File: src/rtl/alu_op_issuer.sv
// rtl/alu_op_issuer.sv - clocked, back-pressured command/response front end for a combinational ALU
// Optional sticky carry/overflow flags: define ALU_ISSUE_STICKY_EN.
module alu_op_issuer #(
  parameter int W       = 16,
  parameter int SHW     = 5,
  parameter int SETTLE  = 1,
  parameter int TAGW    = 4,
  parameter int NUM_OPS = 8
) (
  input  logic            clk,
  input  logic            rst_n,
  input  logic            cmd_valid,
  output logic            cmd_ready,
  input  logic [3:0]      cmd_opcode,
  input  logic [W-1:0]    cmd_a,
  input  logic [W-1:0]    cmd_b,
  input  logic [SHW-1:0]  cmd_shift,
  input  logic [TAGW-1:0] cmd_tag,
  output logic [3:0]      alu_opcode,
  output logic [W-1:0]    alu_in1,
  output logic [W-1:0]    alu_in2,
  output logic [SHW-1:0]  alu_shift,
  input  logic [W-1:0]    alu_result,
  input  logic            alu_carry,
  input  logic            alu_zero,
  input  logic            alu_ovf,
  input  logic            alu_sign,
  output logic            rsp_valid,
  input  logic            rsp_ready,
  output logic [W-1:0]    rsp_result,
  output logic [3:0]      rsp_flags,
  output logic [TAGW-1:0] rsp_tag,
  output logic            rsp_err,
  output logic [15:0]     op_count
`ifdef ALU_ISSUE_STICKY_EN
  ,
  input  logic            sticky_clr,
  output logic            sticky_carry,
  output logic            sticky_ovf
`endif
);

  typedef enum logic [1:0] {IDLE, DRIVE, RESP} state_t;

  localparam logic [3:0] CNT_INIT = 4'(SETTLE - 1);

  state_t     state;
  logic [3:0] cnt;
  logic       opcode_legal;

  assign opcode_legal = ({28'd0, cmd_opcode} < $unsigned(NUM_OPS));

  always_ff @(posedge clk or negedge rst_n) begin
    if (!rst_n) begin
      state        <= IDLE;
      cnt          <= 4'd0;
      cmd_ready    <= 1'b1;
      alu_opcode   <= 4'd0;
      alu_in1      <= '0;
      alu_in2      <= '0;
      alu_shift    <= '0;
      rsp_valid    <= 1'b0;
      rsp_result   <= '0;
      rsp_flags    <= 4'd0;
      rsp_tag      <= '0;
      rsp_err      <= 1'b0;
      op_count     <= 16'd0;
`ifdef ALU_ISSUE_STICKY_EN
      sticky_carry <= 1'b0;
      sticky_ovf   <= 1'b0;
`endif
    end else begin
`ifdef ALU_ISSUE_STICKY_EN
      if (sticky_clr) begin
        sticky_carry <= 1'b0;
        sticky_ovf   <= 1'b0;
      end
`endif
      case (state)
        IDLE: begin
          if (cmd_valid && cmd_ready) begin
            rsp_tag   <= cmd_tag;
            cmd_ready <= 1'b0;
            if (opcode_legal) begin
              alu_opcode <= cmd_opcode;
              alu_in1    <= cmd_a;
              alu_in2    <= cmd_b;
              alu_shift  <= cmd_shift;
              cnt        <= CNT_INIT;
              state      <= DRIVE;
            end else begin
              // Rejected ops never touch the ALU bus; answer immediately.
              rsp_err    <= 1'b1;
              rsp_result <= '0;
              rsp_flags  <= 4'd0;
              rsp_valid  <= 1'b1;
              state      <= RESP;
            end
          end
        end
        DRIVE: begin
          if (cnt == 4'd0) begin
            rsp_result <= alu_result;
            rsp_flags  <= {alu_carry, alu_ovf, alu_sign, alu_zero};
            rsp_err    <= 1'b0;
            rsp_valid  <= 1'b1;
            state      <= RESP;
`ifdef ALU_ISSUE_STICKY_EN
            // A captured flag overrides a coincident clear.
            sticky_carry <= alu_carry | (sticky_carry & ~sticky_clr);
            sticky_ovf   <= alu_ovf   | (sticky_ovf   & ~sticky_clr);
`endif
          end else begin
            cnt <= cnt - 4'd1;
          end
        end
        RESP: begin
          if (rsp_ready) begin
            rsp_valid <= 1'b0;
            op_count  <= op_count + 16'd1;
            cmd_ready <= 1'b1;
            state     <= IDLE;
          end
        end
        default: begin
          rsp_valid <= 1'b0;
          cmd_ready <= 1'b1;
          state     <= IDLE;
        end
      endcase
    end
  end

endmodule

File: config.mk
export PLATFORM = sky130hd
export DESIGN_NAME = alu_op_issuer
export DESIGN_NICKNAME = d
export VERILOG_FILES = /design/src/rtl/alu_op_issuer.sv
export SDC_FILE = /design/constraint.sdc
export NUM_CORES = 1
export LEC_CHECK = 0
export BUFFER_PORTS_ARGS = -buffer_cell sky130_fd_sc_hd__buf_2
export CAP_MARGIN = 0
export CORE_MARGIN = 3
export CORE_UTILIZATION = 49
export DETAILED_ROUTE_END_ITERATION = 16
export PLACE_DENSITY = 0.84
export SLEW_MARGIN = 20
export SYNTH_ARGS = -nofsm -noshare
export SYNTH_HDL_FRONTEND = slang
export SYNTH_SLANG_ARGS = --single-unit
File: constraint.sdc
create_clock -name clk -period 2.65 [get_ports clk]
set_clock_uncertainty 0.1 [all_clocks]
set_input_delay 0.1325 -clock clk [delete_from_list [all_inputs] [get_ports clk]]
set_output_delay 0.1325 -clock clk [all_outputs]
set_load 0.005 [all_outputs]
==> summary.txt <==
Floorplanning
  • Die width: 95.2 microns
  • Num rows: 31
  • Core area: 7490 sq um
  • Chip Height: 95.2 microns
  • Top-Level Pins: 153
  • DIE AREA: 9060 sq um
  • Initial Utilization: 0.521

STA
  • RSZ-0062 raised after global routing: no
  • Worst slew margin: 0.466
  • Max Slew Vio Count: 0
  • Final hold viol count: 0
  • F_max: 467 MHz
  • Post-route setup TNS: 0 ns
  • Setup WS post-layout: 0.510 ns
  • # setup viols final: 0
  • Tightest Pin Transition: 0.800 ns
  • Tmin final: 2.14 ns
  • Part of the cycle the worst path needs: 0.807

Logic synthesis
  • Post-Syn Instances: 294
  • Synth area leader: dfrtp_1
  • Synth unique cells: 37
  • Post-synth EDFFs: 0
  • Seq/Total Area, Yosys: 0.578
  • Post-Syn Area: 3900 sq um
  • Synth area leaders: dfrtp_1 (57%), mux2_4 (15%), nand3_1 (3.3%)
  • Post-synth ARST share: 1.00
  • Predominant post-synthesis flop cell: dfrtp_1
  • Post-Synthesis Mean Instance Area: 13.3 sq um
  • Synth top area share: 0.571
  • Synthesized net count: 366
  • Ys Warns: 0
  • Yosys reg bits: 90

Route
  • Antenna Nets Post-Route: 0
  • Initial DRT Pass Iterations: 4
  • Vias per cell: 4.99
  • Total number of vias: 3,069
  • DRT iter0 DRCs: 65
  • Drt drc: 0
  • WL final: 10.3 mm
  • DR WL/cell: 16.8 microns

Pwr
  • Net switching power: 1580 uW
  • Power share of the combinational group: 0.353
  • Net Sw Frac: 0.325
  • Seq pwr share: 0.468
  • Clock Power Share: 0.178
  • Leak: 0.00292 uW
  • Pwr dens: 880 nW/um^2
  • Final Power: 4860 uW
  • Maximum VDD drop: 0.580 mV
  • P_int: 3280 uW

CTS
  • Clock Sinks: 90
  • Worst-path clk slew: 0.09 ns
  • CTS root buffer: clkbuf_8
  • CTS buffer count: 9
  • CTS tree: built
  • Clock Latency Late Sink: 0.34 ns
  • Post-CTS setup buffer count: 0
  • Maximum buffer depth of the clock tree: 2
  • H-Tree Depth: 3

Placed design
  • Post-DP HPWL: 6.07 mm
  • Placer congestion estimate: 0.792
  • Placed cell area: 4680 sq um
  • IO Port Bufs: 152
  • Pre-CTS WS: 0.539 ns

GRT
  • Total GRT Usage: 0.233
  • Largest net degree at the start of global routing: 91
  • Initial antenna violation count: 0
  • Number of global-route vias before repair: 3,240
  • Global-route wire length before repair: 16.0 mm
  • Total congestion overflow: 0

Worst setup path
  • R2r startpoint: state[0]
  • Crit. Startpoint: state[0]
  • Critical path fanouts, max: 23
  • Highest cell delay on the worst timing path: 0.54 ns
  • Crit path kind: register to register
  • Crit path DAT: 2.25 ns
  • CP cell instances: nor4bb_4 -> buf_4 -> nand2_1 -> nand3_1 -> o21ai_0
  • Slowest cell on crit path: dfrtp_1
  • WP data required: 2.76 ns
  • CP startpoint kind: register
  • Crit end category: register

Run status
  • Status: finished, final reports clean

Layout
  • Area growth syn-to-layout: 41.8%
  • Layout Utilization: 0.738
  • Nets: 583
  • Ant diodes: 0
  • Design Area, Final: 5530 sq um
  • Layout cells sized above 1: 0.432

Worst hold path
  • Hold wc startpoint: cmd_valid
  • Worst Hold Class: input port to register

Run
  • Max-cap violation count: 0
-- power by group through the flow --
| stage | Combinational [uW] | Clock (uW) | Sequential, uW |
|---|---|---|---|
| 2_1_floorplan | 858 | 0 | 2260 |
| 3_3_place_gp | 1560 | 0 | 2230 |
| 3_5_place_dp | 1620 | 0 | 2270 |
| 4_1_cts | 1700 | 891 | 2250 |
| 5_1_grt | 1880 | 961 | 2330 |
| 6_report | 1720 | 867 | 2280 |
-- cells in the final DEF, fill, tap and decap left out, types with 4 or more instances in the layout --
cell             n
xnor2_1          8
inv_1           27
buf_2          151
clkbuf_8        10
nand3_1         26
xor2_1           7
nor2_1           7
dlygate4sd3_1   66
mux2_4          39
nor3_1           7
dfrtp_1         89
o21ai_0         21
nand2_1         10
mux2_2           7
a22o_1           4
-- Yosys cell counts (4+ instances only) --
master and instances:
inv_1 27, mux2_2 7, xnor2_1 8, buf_12 4, clkbuf_1 7, nand2_1 10, nand3_1 26, a22o_1 4
o21ai_0 21, xor2_1 7, nor2_1 7, mux2_4 39, dfrtp_1 89, nor3_1 7
-- path summary, 6_finish.rpt --
| check | to | slack (ns) | depth (start not counted) |
|---|---|---|---|
| max in group asynchronous | rsp_tag[1] | 1.57 | 2 |
| worst max-delay path | rsp_result[6] | 0.51 | 5 |
| worst min-delay path | cmd_ready | 0.04 | 3 |
| worst max register to register | rsp_result[6] | 0.51 | 5 |
| min in group asynchronous | alu_shift[0] | 0.31 | 2 |
| worst min register to register | op_count[15] | 0.38 | 1 |
-- timing repair --
action	4_1_cts	5_1_grt
hold buffers	66	0
gates resized for setup	0	0
hold endpoints to repair	154	0
-- stage by stage --
| stage | hold WS (ns) | std cells |
|---|---|---|
| final | 0.0386 | 615 |
| after global routing | 0.0340 | 615 |
| after CTS | 0.0110 | 615 |
| after detailed placement | 0.268 | 533 |
| after global placement | 0.264 | 533 |
| after floorplan | -0.263 | 294 |
-- critical path, delay by kind of cell, from the launching register on --
kind	cells	cell delay, ns
simple gates	3	1.05
flops	1	0.54
compound gates	1	0.13
buf+inv	1	0.19
-- routing by layer --
layer / GRT usage / part of all wire
met5: 0 / 0
met4: 0.0661 / 0.010
met3: 0.0584 / 0.085
met2: 0.429 / 0.52
met1: 0.266 / 0.38
-- flip-flops by register name, indices dropped and copies added (netlist names), 4 cells and up --
| name | cells |
|---|---|
| alu_opcode | 4 |
| alu_in1 | 16 |
| rsp_result | 16 |
| rsp_flags | 4 |
| rsp_tag | 4 |
| cnt | 4 |
| alu_in2 | 16 |
| op_count | 16 |
| alu_shift | 5 |
-- kinds of logic (layout without fill, tap and decap cells) --
group | count (synthesis) | count (layout) | synth area share
AND/OR/NAND/NOR | 63 | 63 | 0.0909
adder cells (fa/ha/maj) | 3 | 3 | 0.00963
XOR/XNOR | 15 | 15 | 0.0337
flip-flops | 90 | 90 | 0.578
buffers and inverters | 42 | 264 | 0.0632
multiplexers | 46 | 46 | 0.170
AO/OA/AOI/OAI | 35 | 35 | 0.0539
-- area by class of cell --
class / count / area [sq um]
Clock buffer: 10 / 138
Clock inverter: 6 / 48.8
Fill cell: 472 / 1960
Inverter: 27 / 101
Multi-Input combinational cell: 162 / 1400
Sequential cell: 90 / 2250
Tap cell: 99 / 124
Timing Repair Buffer: 221 / 1460
Power figures use the tool's default switching activity.
